===== src/rtl/ram_req_pkg.sv =====
// Shared types and default sizing for the single-port RAM responder.
// Holds the FSM state enum and the default ADDR_W/DATA_W/DEPTH values.
package ram_req_pkg;

  localparam int ADDR_W_DEF = 4;
  localparam int DATA_W_DEF = 8;
  localparam int DEPTH_DEF  = 2 ** ADDR_W_DEF;

  typedef enum logic [2:0] {
    IDLE,
    WR,
    RD1,
    RD2,
    RESP
  } state_t;

endpackage


===== src/rtl/ram_req_responder_if.sv =====
// Request/response bundle between an initiator and the RAM responder.
// master = initiator side, slave = responder side.
interface ram_req_responder_if
  import ram_req_pkg::*;
#(
  parameter int ADDR_W = ADDR_W_DEF,
  parameter int DATA_W = DATA_W_DEF
) ();

  logic              req_valid;
  logic              req_ready;
  logic              req_we;
  logic [ADDR_W-1:0] req_addr;
  logic [DATA_W-1:0] req_wdata;
  logic              rsp_valid;
  logic              rsp_ready;
  logic [DATA_W-1:0] rsp_rdata;
  logic              rsp_was_wr;
  logic [7:0]        txn_count;

  modport master (
    output req_valid, req_we, req_addr, req_wdata, rsp_ready,
    input  req_ready, rsp_valid, rsp_rdata, rsp_was_wr, txn_count
  );

  modport slave (
    input  req_valid, req_we, req_addr, req_wdata, rsp_ready,
    output req_ready, rsp_valid, rsp_rdata, rsp_was_wr, txn_count
  );

endinterface


===== src/rtl/sp_mem_core.sv =====
// DEPTH x DATA_W storage: synchronous write, registered read, async clear.
// Ports: clk, rst (active-low), i_we, i_re, i_addr, i_wdata -> o_rdata.
module sp_mem_core #(
  parameter int ADDR_W = 4,
  parameter int DATA_W = 8,
  parameter int DEPTH  = 16
) (
  input  logic              clk,
  input  logic              rst,
  input  logic              i_we,
  input  logic              i_re,
  input  logic [ADDR_W-1:0] i_addr,
  input  logic [DATA_W-1:0] i_wdata,
  output logic [DATA_W-1:0] o_rdata
);

  logic [DATA_W-1:0] r_mem [DEPTH];
  logic [DATA_W-1:0] r_rdata;

  always_ff @(posedge clk or negedge rst) begin
    if (!rst) begin
      for (int i = 0; i < DEPTH; i++)
        r_mem[i] <= '0;
    end else if (i_we) begin
      r_mem[i_addr] <= i_wdata;
    end
  end

  always_ff @(posedge clk or negedge rst) begin
    if (!rst)
      r_rdata <= '0;
    else if (i_re)
      r_rdata <= r_mem[i_addr];
  end

  assign o_rdata = r_rdata;

endmodule


===== src/rtl/ram_req_responder.sv =====
// Single-outstanding RAM request responder: FSM, req/rsp regs, txn counter.
// Ports: clk, rst (async active-low), bus (ram_req_responder_if.slave).
module ram_req_responder
  import ram_req_pkg::*;
#(
  parameter int ADDR_W = ADDR_W_DEF,
  parameter int DATA_W = DATA_W_DEF,
  parameter int DEPTH  = DEPTH_DEF
) (
  input  logic                  clk,
  input  logic                  rst,
  ram_req_responder_if.slave    bus
);

  state_t            r_state;
  state_t            w_next;
  logic              r_we;
  logic [ADDR_W-1:0] r_addr;
  logic [DATA_W-1:0] r_wdata;
  logic [DATA_W-1:0] r_rdata;
  logic              r_was_wr;
  logic [7:0]        r_count;

  logic              w_accept;
  logic              w_done;
  logic              w_mem_we;
  logic              w_mem_re;
  logic              w_ld_wack;
  logic              w_ld_rd;
  logic [DATA_W-1:0] w_mem_q;

  sp_mem_core #(
    .ADDR_W (ADDR_W),
    .DATA_W (DATA_W),
    .DEPTH  (DEPTH)
  ) u_mem (
    .clk     (clk),
    .rst     (rst),
    .i_we    (w_mem_we),
    .i_re    (w_mem_re),
    .i_addr  (r_addr),
    .i_wdata (r_wdata),
    .o_rdata (w_mem_q)
  );

  always_ff @(posedge clk or negedge rst) begin
    if (!rst)
      r_state <= IDLE;
    else
      r_state <= w_next;
  end

  always_comb begin
    w_next    = r_state;
    w_accept  = 1'b0;
    w_done    = 1'b0;
    w_mem_we  = 1'b0;
    w_mem_re  = 1'b0;
    w_ld_wack = 1'b0;
    w_ld_rd   = 1'b0;
    unique case (r_state)
      IDLE: begin
        if (bus.req_valid) begin
          w_accept = 1'b1;
          w_next   = bus.req_we ? WR : RD1;
        end
      end
      WR: begin
        w_mem_we  = r_we;
        w_ld_wack = 1'b1;
        w_next    = RESP;
      end
      RD1: begin
        w_mem_re = 1'b1;
        w_next   = RD2;
      end
      RD2: begin
        w_ld_rd = 1'b1;
        w_next  = RESP;
      end
      RESP: begin
        if (bus.rsp_ready) begin
          w_done = 1'b1;
          w_next = IDLE;
        end
      end
      default: w_next = IDLE;
    endcase
  end

  always_ff @(posedge clk or negedge rst) begin
    if (!rst) begin
      r_we     <= 1'b0;
      r_addr   <= '0;
      r_wdata  <= '0;
      r_rdata  <= '0;
      r_was_wr <= 1'b0;
      r_count  <= '0;
    end else begin
      if (w_accept) begin
        r_we    <= bus.req_we;
        r_addr  <= bus.req_addr;
        r_wdata <= bus.req_wdata;
      end
      if (w_ld_wack) begin
        r_rdata  <= '0;
        r_was_wr <= 1'b1;
      end
      if (w_ld_rd) begin
        r_rdata  <= w_mem_q;
        r_was_wr <= 1'b0;
      end
      if (w_done)
        r_count <= r_count + 8'd1;
    end
  end

  assign bus.req_ready  = (r_state == IDLE);
  assign bus.rsp_valid  = (r_state == RESP);
  assign bus.rsp_rdata  = r_rdata;
  assign bus.rsp_was_wr = r_was_wr;
  assign bus.txn_count  = r_count;

endmodule


===== src/flat_wrapper.sv =====
// flat-port wrapper written by rule: the top's interface ports become plain ports
module ram_req_responder_flat import ram_req_pkg::*;
#(
  parameter int ADDR_W = ADDR_W_DEF,
  parameter int DATA_W = DATA_W_DEF,
  parameter int DEPTH  = DEPTH_DEF
)
  (clk, rst, bus_req_valid, bus_req_we, bus_req_addr, bus_req_wdata, bus_rsp_ready, bus_req_ready, bus_rsp_valid, bus_rsp_rdata, bus_rsp_was_wr, bus_txn_count);
  ram_req_responder_if #(.ADDR_W(ADDR_W), .DATA_W(DATA_W)) bus_i ();
  input  logic clk;
  input  logic rst;
  input wire logic [$bits(bus_i.req_valid)-1:0] bus_req_valid;
  input wire logic [$bits(bus_i.req_we)-1:0] bus_req_we;
  input wire logic [$bits(bus_i.req_addr)-1:0] bus_req_addr;
  input wire logic [$bits(bus_i.req_wdata)-1:0] bus_req_wdata;
  input wire logic [$bits(bus_i.rsp_ready)-1:0] bus_rsp_ready;
  output wire logic [$bits(bus_i.req_ready)-1:0] bus_req_ready;
  output wire logic [$bits(bus_i.rsp_valid)-1:0] bus_rsp_valid;
  output wire logic [$bits(bus_i.rsp_rdata)-1:0] bus_rsp_rdata;
  output wire logic [$bits(bus_i.rsp_was_wr)-1:0] bus_rsp_was_wr;
  output wire logic [$bits(bus_i.txn_count)-1:0] bus_txn_count;
  assign bus_i.req_valid = bus_req_valid;
  assign bus_i.req_we = bus_req_we;
  assign bus_i.req_addr = bus_req_addr;
  assign bus_i.req_wdata = bus_req_wdata;
  assign bus_i.rsp_ready = bus_rsp_ready;
  assign bus_req_ready = bus_i.req_ready;
  assign bus_rsp_valid = bus_i.rsp_valid;
  assign bus_rsp_rdata = bus_i.rsp_rdata;
  assign bus_rsp_was_wr = bus_i.rsp_was_wr;
  assign bus_txn_count = bus_i.txn_count;
  ram_req_responder #(.ADDR_W(ADDR_W), .DATA_W(DATA_W), .DEPTH(DEPTH)) u_core (.clk(clk), .rst(rst), .bus(bus_i));
endmodule

===== config.mk =====
export PLATFORM = sky130hd
export DESIGN_NAME = ram_req_responder_flat
export DESIGN_NICKNAME = d
export VERILOG_FILES = /design/src/rtl/ram_req_pkg.sv /design/src/rtl/ram_req_responder_if.sv /design/src/rtl/sp_mem_core.sv /design/src/rtl/ram_req_responder.sv /design/src/flat_wrapper.sv
export SDC_FILE = /design/constraint.sdc
export NUM_CORES = 1
export LEC_CHECK = 0
export CORE_MARGIN = 3
export CORE_UTILIZATION = 54
export CTS_BUF_LIST = sky130_fd_sc_hd__clkbuf_16
export DETAILED_ROUTE_END_ITERATION = 6
export GPL_TIMING_DRIVEN = 0
export PLACE_DENSITY = 0.75
export SLEW_MARGIN = 15
export SYNTH_ARGS = -nofsm -noshare
export SYNTH_HDL_FRONTEND = slang
export SYNTH_SLANG_ARGS = --single-unit

===== constraint.sdc =====
create_clock -name clk -period 1.8 [get_ports clk]
set_clock_uncertainty 0.2 [all_clocks]
set_input_delay 0.36 -clock clk [delete_from_list [all_inputs] [get_ports clk]]
set_output_delay 0.36 -clock clk [all_outputs]
set_load 0.01 [all_outputs]

==> impl_metrics.json, run 1 <==
{
  "worstHoldPathType": "register to register",
  "dp_hpwl_um": 11500,
  "cts-root-buf": "clkbuf_16",
  "endpoint_kind": "register",
  "wl_per_cell_um": 24.7,
  "antenna_found_initial": 0,
  "yosysTopAreaCell": "dfrtp_1",
  "reg2reg_slack_ns": -0.27,
  "dpl_cell_area_um2": 8270,
  "track_usage_pct": 25.3,
  "drt-total-wl_um": 20600,
  "drv_slew": 0,
  "die_w_um": 125,
  "avgSynthCellArea_um2": 13.8,
  "start_util_pct": 56.3,
  "gp_routability_congestion": 0.846,
  "crit-reg2reg-capture": "u_core.u_mem.r_mem[14]",
  "worstSetupPathType": "register to register",
  "top_layer_used": "met4",
  "ys.flop_type": "dfrtp_1",
  "dr_wl_met2_um": 10100,
  "cp-start-kind": "register",
  "ant_nets": 0,
  "cts.sinks": 169,
  "cts_buffer_depth": 2,
  "fp.dieH_um": 125,
  "synthDistinctLibCells": 45,
  "nNetsFinal": 664,
  "grt-ovfl-total": 0,
  "cp-startpoint": "u_core.r_state[1]",
  "drt-met1-wl_um": 8560,
  "finalCriticalPeriod_ns": 2.07,
  "ys_seq_area_share_pct": 55.4,
  "first_pass_iters": 5,
  "peakVddDrop_v": 0.00113,
  "core-area_um2": 13600,
  "syn-cell-area_um2": 7630,
  "grt_pass1_vias": 5309,
  "status": "finished, violations left",
  "ys_ff_latch": 169,
  "portBuffers": 35,
  "grt_start_max_net_pins": 90,
  "antenna_cells": 0,
  "synth_top_area_share_pct": 55.4,
  "area_growth_pct": 31.4,
  "fmaxAchievable_mhz": 483,
  "rsz0062_at_grt": "true",
  "clk_pin_slew_ns": 0.06,
  "grt_first_pass_wirelength_um": 30200,
  "setup_viol": 141,
  "arrival_ns": 2.17,
  "die_area_um2": 15600,
  "cp-endpoint": "u_core.u_mem.r_mem[14]",
  "wl_met3_um": 1390,
  "drt_iter0_markers": 520,
  "path_max_fanout": 8,
  "power_density_nw_per_um2": 1730,
  "drive_above_1_share_pct": 47.7,
  "htree_levels": 4,
  "finalWorstSetupSlack_ns": -0.270,
  "reg2regPathDepth": 4,
  "num_vias": 5156,
  "leakagePower_nw": 4.66,
  "route.detailed.drc": 0,
  "fin_area_um2": 10000,
  "post-route-period-util_pct": 115,
  "rows": 42,
  "synth_nets": 572,
  "synth.area.top_cells": "dfrtp_1 (55%), mux2_2 (19%), mux2i_1 (6.3%)",
  "vias_per_cell": 6.18,
  "failed_checks": "negative setup slack",
  "slew_headroom_pct": 54.3,
  "p_total_mw": 17.3,
  "worstPathRequired_ns": 1.90,
  "cts_buffers": 17,
  "ys_async_sr_fraction_pct": 100,
  "hold_ws_ns": 0.271,
  "cts_tree": "built",
  "ys_warn_count": 0,
  "synthCells": 554,
  "io_pins": 36,
  "reg2reg_from": "u_core.r_state[1]",
  "synth_edf_count": 0,
  "tightest_slew_ns": 0.685,
  "hold_violations": 0,
  "cap_violations": 0,
  "clk_latency_ns": 0.42,
  "fin_util_pct": 74.0
}
[metrics by stage]
step / TNS (ns) / cells / worst slack [ns]
6_report: -20.19 / 834 / -0.270
5_1_grt: -26.00 / 834 / -0.312
4_1_cts: -20.12 / 821 / -0.227
3_5_place_dp: -37.06 / 766 / -0.496
3_3_place_gp: -1099.75 / 765 / -6.33
2_1_floorplan: -2.94 / 554 / -0.137
[registers in the layout, indices dropped and copies added, names as in the netlist]
signal	cells
u_core.u_mem.r_mem	128
u_core.bus.rsp_rdata	8
u_core.r_we	1
u_core.bus.txn_count	8
u_core.r_wdata	8
u_core.u_mem.o_rdata	8
u_core.r_state	3
u_core.bus.rsp_was_wr	1
u_core.r_addr	4
[critical path, cell delays in order (launching register included)]
cell,delay [ns]
dfrtp_2,0.45
nand4bb_4,0.31
nor3b_4,0.31
and3_4,0.36
mux2_4,0.32
[cell type report]
cell class	count	area, um^2
well taps	176	220
flip-flops and latches	169	4240
clock buffers	17	425
inverters	2	7.51
multi-input cells	346	3820
clock inverters	14	116
fillers	830	3530
repair buffers	84	942
plain buffers	26	260
[Yosys cell counts, drive strengths merged, types with 3 or more instances]
library cell / n
buf: 19
clkbuf: 18
nand4: 3
o211ai: 8
mux2i: 48
and3: 3
o22ai: 16
a31oi: 8
mux4: 8
xnor2: 5
nand3: 11
nor3: 4
o21ai: 10
nand2: 29
a21boi: 8
dfrtp: 169
nor2b: 5
nor2: 19
mux2: 142
[what timing repair did]
item                       CTS  global route
resized for setup          127           105
hold buffers                 1             0
hold endpoints to repair    80             0
gates cloned                 4             1
pin swaps                   23            28
setup buffers               26            16
setup endpoints to repair  165           158
[how the worst min path moves through the flow]
| stage | from | endpoint | slack, ns | cells past startpoint |
|---|---|---|---|---|
| 2_1_floorplan | rst | u_core.bus.rsp_rdata[0] | -0.14 | 0 |
| 3_3_place_gp | u_core.bus.rsp_rdata[4] | u_core.bus.rsp_rdata[4] | 0.26 | 2 |
| 3_5_place_dp | rst | u_core.u_mem.r_mem[115] | 0.19 | 1 |
| 4_1_cts | u_core.bus.rsp_rdata[2] | u_core.bus.rsp_rdata[2] | 0.28 | 2 |
| 5_1_grt | u_core.bus.rsp_rdata[6] | u_core.bus.rsp_rdata[6] | 0.31 | 2 |
| 6_report | u_core.bus.rsp_rdata[2] | u_core.bus.rsp_rdata[2] | 0.27 | 2 |
[power breakdown]
part	internal, mW	switching, mW
combinational	4.00	3.49
clock	1.99	1.42
sequential	5.13	1.30
total	11.1	6.22
[placed cells by master, fill, tap and decap left out, types with 8 or more instances in the layout]
cell type        count
nand2_1             19
buf_6               15
mux2_2              92
clkdlybuf4s50_1     15
mux4_2               8
a31oi_1              8
a21boi_0             8
o211ai_1             8
nor2_1              11
buf_12              11
dlygate4sd2_1       17
clkbuf_16           18
dfrtp_1            164
mux2i_4             12
mux2i_1             33
nand3_1             10
mux2_4              50
buf_4               25
o22ai_1              9
o21ai_0             10
[metal layers]
| metal | GRT usage [%] | up-vias |
|---|---|---|
| li1 | - | 2213 |
| met1 | 35.0 | 2690 |
| met2 | 40.2 | 218 |
| met3 | 5.57 | 35 |
| met4 | 8.55 | 0 |
| met5 | 0 | - |
[cells by family after synthesis]
kind of cell               count (synthesis)  synth area share (%)
AOI/OAI and AO/OA                         52                  4.33
muxes                                    198                  30.0
DFF                                      169                  55.4
buffers and inverters                     39                  2.67
and+or+nand+nor                           88                  6.65
adders and majority gates                  1                 0.164
xor gates and xnor gates                   7                 0.803
Note: power is estimated with default switching activity, not from simulation.
==> run 2, diff against run 1 <==
--- a/config.mk
+++ b/config.mk
@@ -10,7 +10,7 @@
 export CTS_BUF_LIST = sky130_fd_sc_hd__clkbuf_16
 export DETAILED_ROUTE_END_ITERATION = 6
 export GPL_TIMING_DRIVEN = 0
-export PLACE_DENSITY = 0.75
+export PLACE_DENSITY = 0.79
 export SLEW_MARGIN = 15
 export SYNTH_ARGS = -nofsm -noshare
 export SYNTH_HDL_FRONTEND = slang
==> run 2 against run 1 <==
Against the previous run:
- the flow still finishes with violations (negative setup slack)
- worst hold slack improved by 0.0060 ns
- die area unchanged
- highest routed layer unchanged
- clock-buffer cell count unchanged
- global-route usage decreased by 0.22 points
==> impl_metrics.json, run 2 (synthesized netlist as in run 1, its figures left out) <==
{
  "status": "finished, violations left",
  "failed_checks": "negative setup slack",
  "htree_levels": 4,
  "ant_nets": 0,
  "first_pass_iters": 5,
  "area_growth_pct": 28.5,
  "clk_pin_slew_ns": 0.06,
  "dpl_cell_area_um2": 8270,
  "grt_use_met1_pct": 33.4,
  "crit-reg2reg-capture": "u_core.u_mem.r_mem[29]",
  "cts-root-buf": "clkbuf_16",
  "multi_input_area_um2": 3700,
  "regArea_um2": 4240,
  "finalCriticalPeriod_ns": 2.02,
  "track_usage_pct": 25.1,
  "io_pins": 36,
  "wl_per_cell_um": 24.9,
  "fp.dieH_um": 125,
  "drt_iter0_markers": 438,
  "worstHoldStart": "u_core.bus.txn_count[7]",
  "met3_usage_pct": 6.73,
  "antenna_cells": 0,
  "portBuffers": 35,
  "clk_latency_ns": 0.43,
  "nNetsFinal": 660,
  "cts_buffers": 17,
  "drv_slew": 0,
  "setup_viol": 138,
  "worstHoldPathType": "register to register",
  "die_w_um": 125,
  "worstSetupPathType": "register to register",
  "arrival_ns": 2.14,
  "peakVddDrop_v": 0.00100,
  "grt-ovfl-total": 0,
  "cts_buffer_depth": 2,
  "whs_endpoint": "u_core.bus.txn_count[7]",
  "largest_reg_flops": 128,
  "fmaxAchievable_mhz": 495,
  "num_vias": 5154,
  "fin_area_um2": 9810,
  "regMostFlops": "u_core.u_mem.r_mem",
  "worstPathRequired_ns": 1.91,
  "cts_tree": "built",
  "dp_hpwl_um": 11500,
  "start_util_pct": 56.3,
  "gr-usage-met2_pct": 40.4,
  "leakagePower_nw": 4.58,
  "rsz0062_at_grt": "true",
  "drive_above_1_share_pct": 45.1,
  "dp.cells": 766,
  "min_path_cells": 1,
  "reg2regPathDepth": 5,
  "fillers": 851,
  "drt-total-wl_um": 20700,
  "fin_setup_tns_ns": -20.49,
  "grt_start_max_net_pins": 86,
  "pre_cts_slack_ns": -0.475,
  "power_density_nw_per_um2": 1720,
  "route.detailed.drc": 0,
  "path_max_fanout": 8,
  "final_common_cell": "dfrtp_1",
  "finalWorstSetupSlack_ns": -0.221,
  "fin_cells": 830,
  "hold_violations": 0,
  "post-route-period-util_pct": 112,
  "antenna_found_initial": 0,
  "busiest_layer": "met2",
  "cts.sinks": 169,
  "reg2reg_from": "u_core.r_state[1]",
  "grt_first_pass_wirelength_um": 30000,
  "cp-start-kind": "register",
  "grt_pass1_vias": 5257,
  "tightest_slew_ns": 0.671,
  "die_area_um2": 15600,
  "core-area_um2": 13600,
  "rows": 42,
  "fin_util_pct": 72.4,
  "layout_common_cells": "dfrtp_1 (164), mux2_2 (91), mux2_4 (51)",
  "slew_headroom_pct": 55.3,
  "gp_routability_congestion": 0.859,
  "cap_violations": 0,
  "reg2reg_slack_ns": -0.22,
  "vias_per_cell": 6.21,
  "endpoint_kind": "register"
}
## run 2: what timing repair did
item	4_1_cts	5_1_grt
hold endpoints to repair	84	0
setup buffers	24	17
setup endpoints to repair	165	157
cloned	2	0
hold buffers	1	0
pin swaps	17	23
resized for setup	122	75
## run 2: routing by layer
layer / share of wire [%] / vias up
met2: 50 / 225
met5: 0 / -
li1: - / 2189
met4: 2.9 / 0
met1: 41 / 2688
met3: 6.6 / 52
## run 2: per-stage QoR
step / hold WS [ns] / power, mW
floorplan: -0.136 / 9.41
CTS: 0.285 / 16.0
detailed placement: 0.192 / 11.3
global placement: 0.261 / 11.0
finish: 0.277 / 16.9
global route: 0.317 / 17.6
## run 2: worst max-delay path: stages (launching register included)
cell	delay (ns)
dfrtp_2	0.44
nand4bb_4	0.30
buf_4	0.19
nor4_4	0.27
buf_12	0.19
mux2_4	0.31
## run 2: worst max-delay path by stage
stage | from | cells past startpoint | end | slack [ns]
4_1_cts | u_core.r_addr[1] | 5 | u_core.u_mem.o_rdata[0] | -0.23
6_report | u_core.r_state[1] | 5 | u_core.u_mem.r_mem[29] | -0.22
3_3_place_gp | rst | 1 | u_core.u_mem.r_mem[25] | -6.24
5_1_grt | u_core.r_addr[1] | 8 | u_core.u_mem.o_rdata[1] | -0.26
3_5_place_dp | u_core.r_addr[2] | 4 | u_core.u_mem.r_mem[30] | -0.47
2_1_floorplan | u_core.r_state[2] | 6 | u_core.u_mem.r_mem[10] | -0.14
## run 2: area by class of cell
| class | count | area share, % |
|---|---|---|
| Buffer | 26 | 2.45 |
| Clock buffer | 17 | 4.34 |
| Clock inverter | 14 | 1.67 |
| Inverter | 2 | 0.0765 |
| Multi-Input combinational cell | 346 | 37.7 |
| Sequential cell | 169 | 43.2 |
| Tap cell | 176 | 2.24 |
| Timing Repair Buffer | 80 | 8.38 |
## run 2: report_power, final
| group | switching, mW | internal (mW) | total (mW) |
|---|---|---|---|
| Sequential | 1.26 | 5.13 | 6.39 |
| Clock | 1.47 | 2.27 | 3.74 |
| Combinational | 3.32 | 3.47 | 6.79 |
| Total | 6.05 | 10.9 | 16.9 |
==> run 3, diff against run 2 <==
--- a/config.mk
+++ b/config.mk
@@ -5,12 +5,12 @@
 export SDC_FILE = /design/constraint.sdc
 export NUM_CORES = 1
 export LEC_CHECK = 0
-export CORE_MARGIN = 3
+export CORE_MARGIN = 1
 export CORE_UTILIZATION = 54
 export CTS_BUF_LIST = sky130_fd_sc_hd__clkbuf_16
 export DETAILED_ROUTE_END_ITERATION = 6
 export GPL_TIMING_DRIVEN = 0
-export PLACE_DENSITY = 0.79
+export PLACE_DENSITY = 0.8
 export SLEW_MARGIN = 15
 export SYNTH_ARGS = -nofsm -noshare
 export SYNTH_HDL_FRONTEND = slang
==> run 3 against run 2 <==
Against the previous run:
- worst hold slack got worse by 0.0027 ns
- the flow finishes with violations (design-rule violations, negative setup slack)
- sequential power is essentially flat
- non-clock buffer count increased by 7
- total power decreased by 0.36%
- critical path type unchanged
- highest routed layer unchanged
- critical path depth did not move
- routed wire length rose by 3.0%
==> impl_metrics.json, run 3 (synthesized netlist as in run 1, its figures left out) <==
{
  "power_density_nw_per_um2": 1700,
  "failed_checks": "design-rule violations, negative setup slack",
  "nNetsFinal": 667,
  "die_area_um2": 14600,
  "cap_violations": 0,
  "antenna_found_initial": 1,
  "wl_per_cell_um": 25.3,
  "drv_slew": 0,
  "first_pass_iters": 7,
  "reg2reg_slack_ns": -0.28,
  "finalWorstSetupSlack_ns": -0.282,
  "path_max_fanout": 8,
  "track_usage_pct": 28.2,
  "leakagePower_nw": 4.62,
  "grt-ovfl-total": 0,
  "drive_above_1_share_pct": 46.4,
  "worstHoldPathType": "register to register",
  "num_vias": 5246,
  "grt_pass1_vias": 5281,
  "pre_cts_slack_ns": -0.483,
  "fp.dieH_um": 121,
  "fin_cells": 840,
  "cts-root-buf": "clkbuf_16",
  "largest_reg_flops": 128,
  "finalCriticalPeriod_ns": 2.08,
  "route.detailed.drc": 4,
  "area_growth_pct": 29.6,
  "portBuffers": 35,
  "status": "finished, violations left",
  "layout_common_cells": "dfrtp_1 (164), mux2_2 (90), mux2_4 (52)",
  "die_w_um": 121,
  "cts_tree": "built",
  "setup_viol": 138,
  "vias_per_cell": 6.25,
  "clk_latency_ns": 0.43,
  "rsz0062_at_grt": "true",
  "fmaxAchievable_mhz": 480,
  "cts_buffer_depth": 2,
  "endpoint_kind": "register",
  "grt_start_max_net_pins": 86,
  "clk_pin_slew_ns": 0.06,
  "fillers": 822,
  "dp.cells": 770,
  "ant_nets": 0,
  "crit_buf_inv": 1,
  "cts_buffers": 17,
  "drt_iter0_markers": 387,
  "regMostFlops": "u_core.u_mem.r_mem",
  "worstSetupPathType": "register to register",
  "crit_slowest_cell": "dfrtp_2",
  "cp-start-kind": "register",
  "post-route-period-util_pct": 116,
  "gp_routability_congestion": 0.817,
  "arrival_ns": 2.19,
  "io_pins": 36,
  "peakVddDrop_v": 0.000973,
  "drt-total-wl_um": 21300,
  "slew_headroom_pct": 52.7,
  "cts.sinks": 169,
  "start_util_pct": 55.2,
  "grt_first_pass_wirelength_um": 30000,
  "cp_cell_sequence": "nand4bb_4, nor3b_4, and3_4, buf_12, mux2_4",
  "rows": 43,
  "tightest_slew_ns": 0.710,
  "crit_path_max_incr_delay_ns": 0.44,
  "core-area_um2": 13800,
  "final_common_cell": "dfrtp_1",
  "crit_family": "simple AND/OR/NAND/NOR gates",
  "htree_levels": 4,
  "dp_hpwl_um": 11400,
  "hold_violations": 0,
  "worstPathRequired_ns": 1.91
}
run 3: layer usage:
layer  vias to the layer above  routed length, um  track usage [%]
met2                       248              10500             44.5
met3                        66               1320             6.48
met4                         0                821             11.7
li1                       2209                  -                -
met1                      2723               8680             37.6
met5                         -                  0                0
run 3: area by class of cell:
| cell class | count | area [um^2] | share of cell area [%] |
|---|---|---|---|
| antenna | 1 | 2.50 | 0.0253 |
| buffer | 28 | 282 | 2.84 |
| clock buffer | 17 | 425 | 4.30 |
| clock inverter | 12 | 47.5 | 0.480 |
| inverter | 2 | 7.51 | 0.0758 |
| multi-input combinational | 346 | 3790 | 38.3 |
| sequential | 169 | 4240 | 42.8 |
| tap | 180 | 225 | 2.28 |
| timing repair buffer | 85 | 886 | 8.95 |
run 3: tightest hold or removal path, cell delays in order, from the launching register on:
cell and delay, ns:
dfrtp_1 0.33, nand2_1 0.05, o21ai_0 0.06
run 3: power breakdown:
group	internal (mW)	total, mW	leakage, nW	switching, mW
sequential	5.13	6.40	2.25	1.27
combinational	3.81	7.39	2.13	3.58
clock	1.68	3.07	0.244	1.39
run 3: final timing paths:
check                                             start  cells past startpoint                       to
worst max-delay path                  u_core.r_state[2]                      5   u_core.u_mem.r_mem[10]
worst min-delay path            u_core.bus.rsp_rdata[0]                      2  u_core.bus.rsp_rdata[0]
worst max register to register        u_core.r_state[2]                      5   u_core.u_mem.r_mem[10]
worst min register to register  u_core.bus.rsp_rdata[0]                      2  u_core.bus.rsp_rdata[0]
max in group asynchronous                           rst                      3   u_core.u_mem.r_mem[75]
min in group asynchronous                           rst                      2  u_core.bus.txn_count[6]
run 3: through the flow:
| step | TNS, ns | hold WS [ns] | instance area, um^2 | util, % | power [mW] |
|---|---|---|---|---|---|
| after floorplan | -2.94 | -0.136 | 7670 | - | 9.41 |
| after global placement | -1085.30 | 0.262 | 8240 | 59.6 | 11.0 |
| after detailed placement | -37.56 | 0.197 | 8270 | 59.8 | 11.3 |
| after CTS | -20.25 | 0.279 | 9460 | 68.4 | 15.5 |
| after global routing | -27.40 | 0.309 | 9900 | 71.6 | 17.5 |
| final | -23.66 | 0.274 | 9900 | 71.6 | 16.9 |
run 3: repair_timing:
item                                   in CTS  in global routing
cloned                                      2                  1
setup buffers                              30                 16
endpoints found under the hold margin      84                  0
pin swaps                                  22                 26
resized for setup                         143                 72
setup endpoints to repair                 166                161
hold buffers                                1                  0
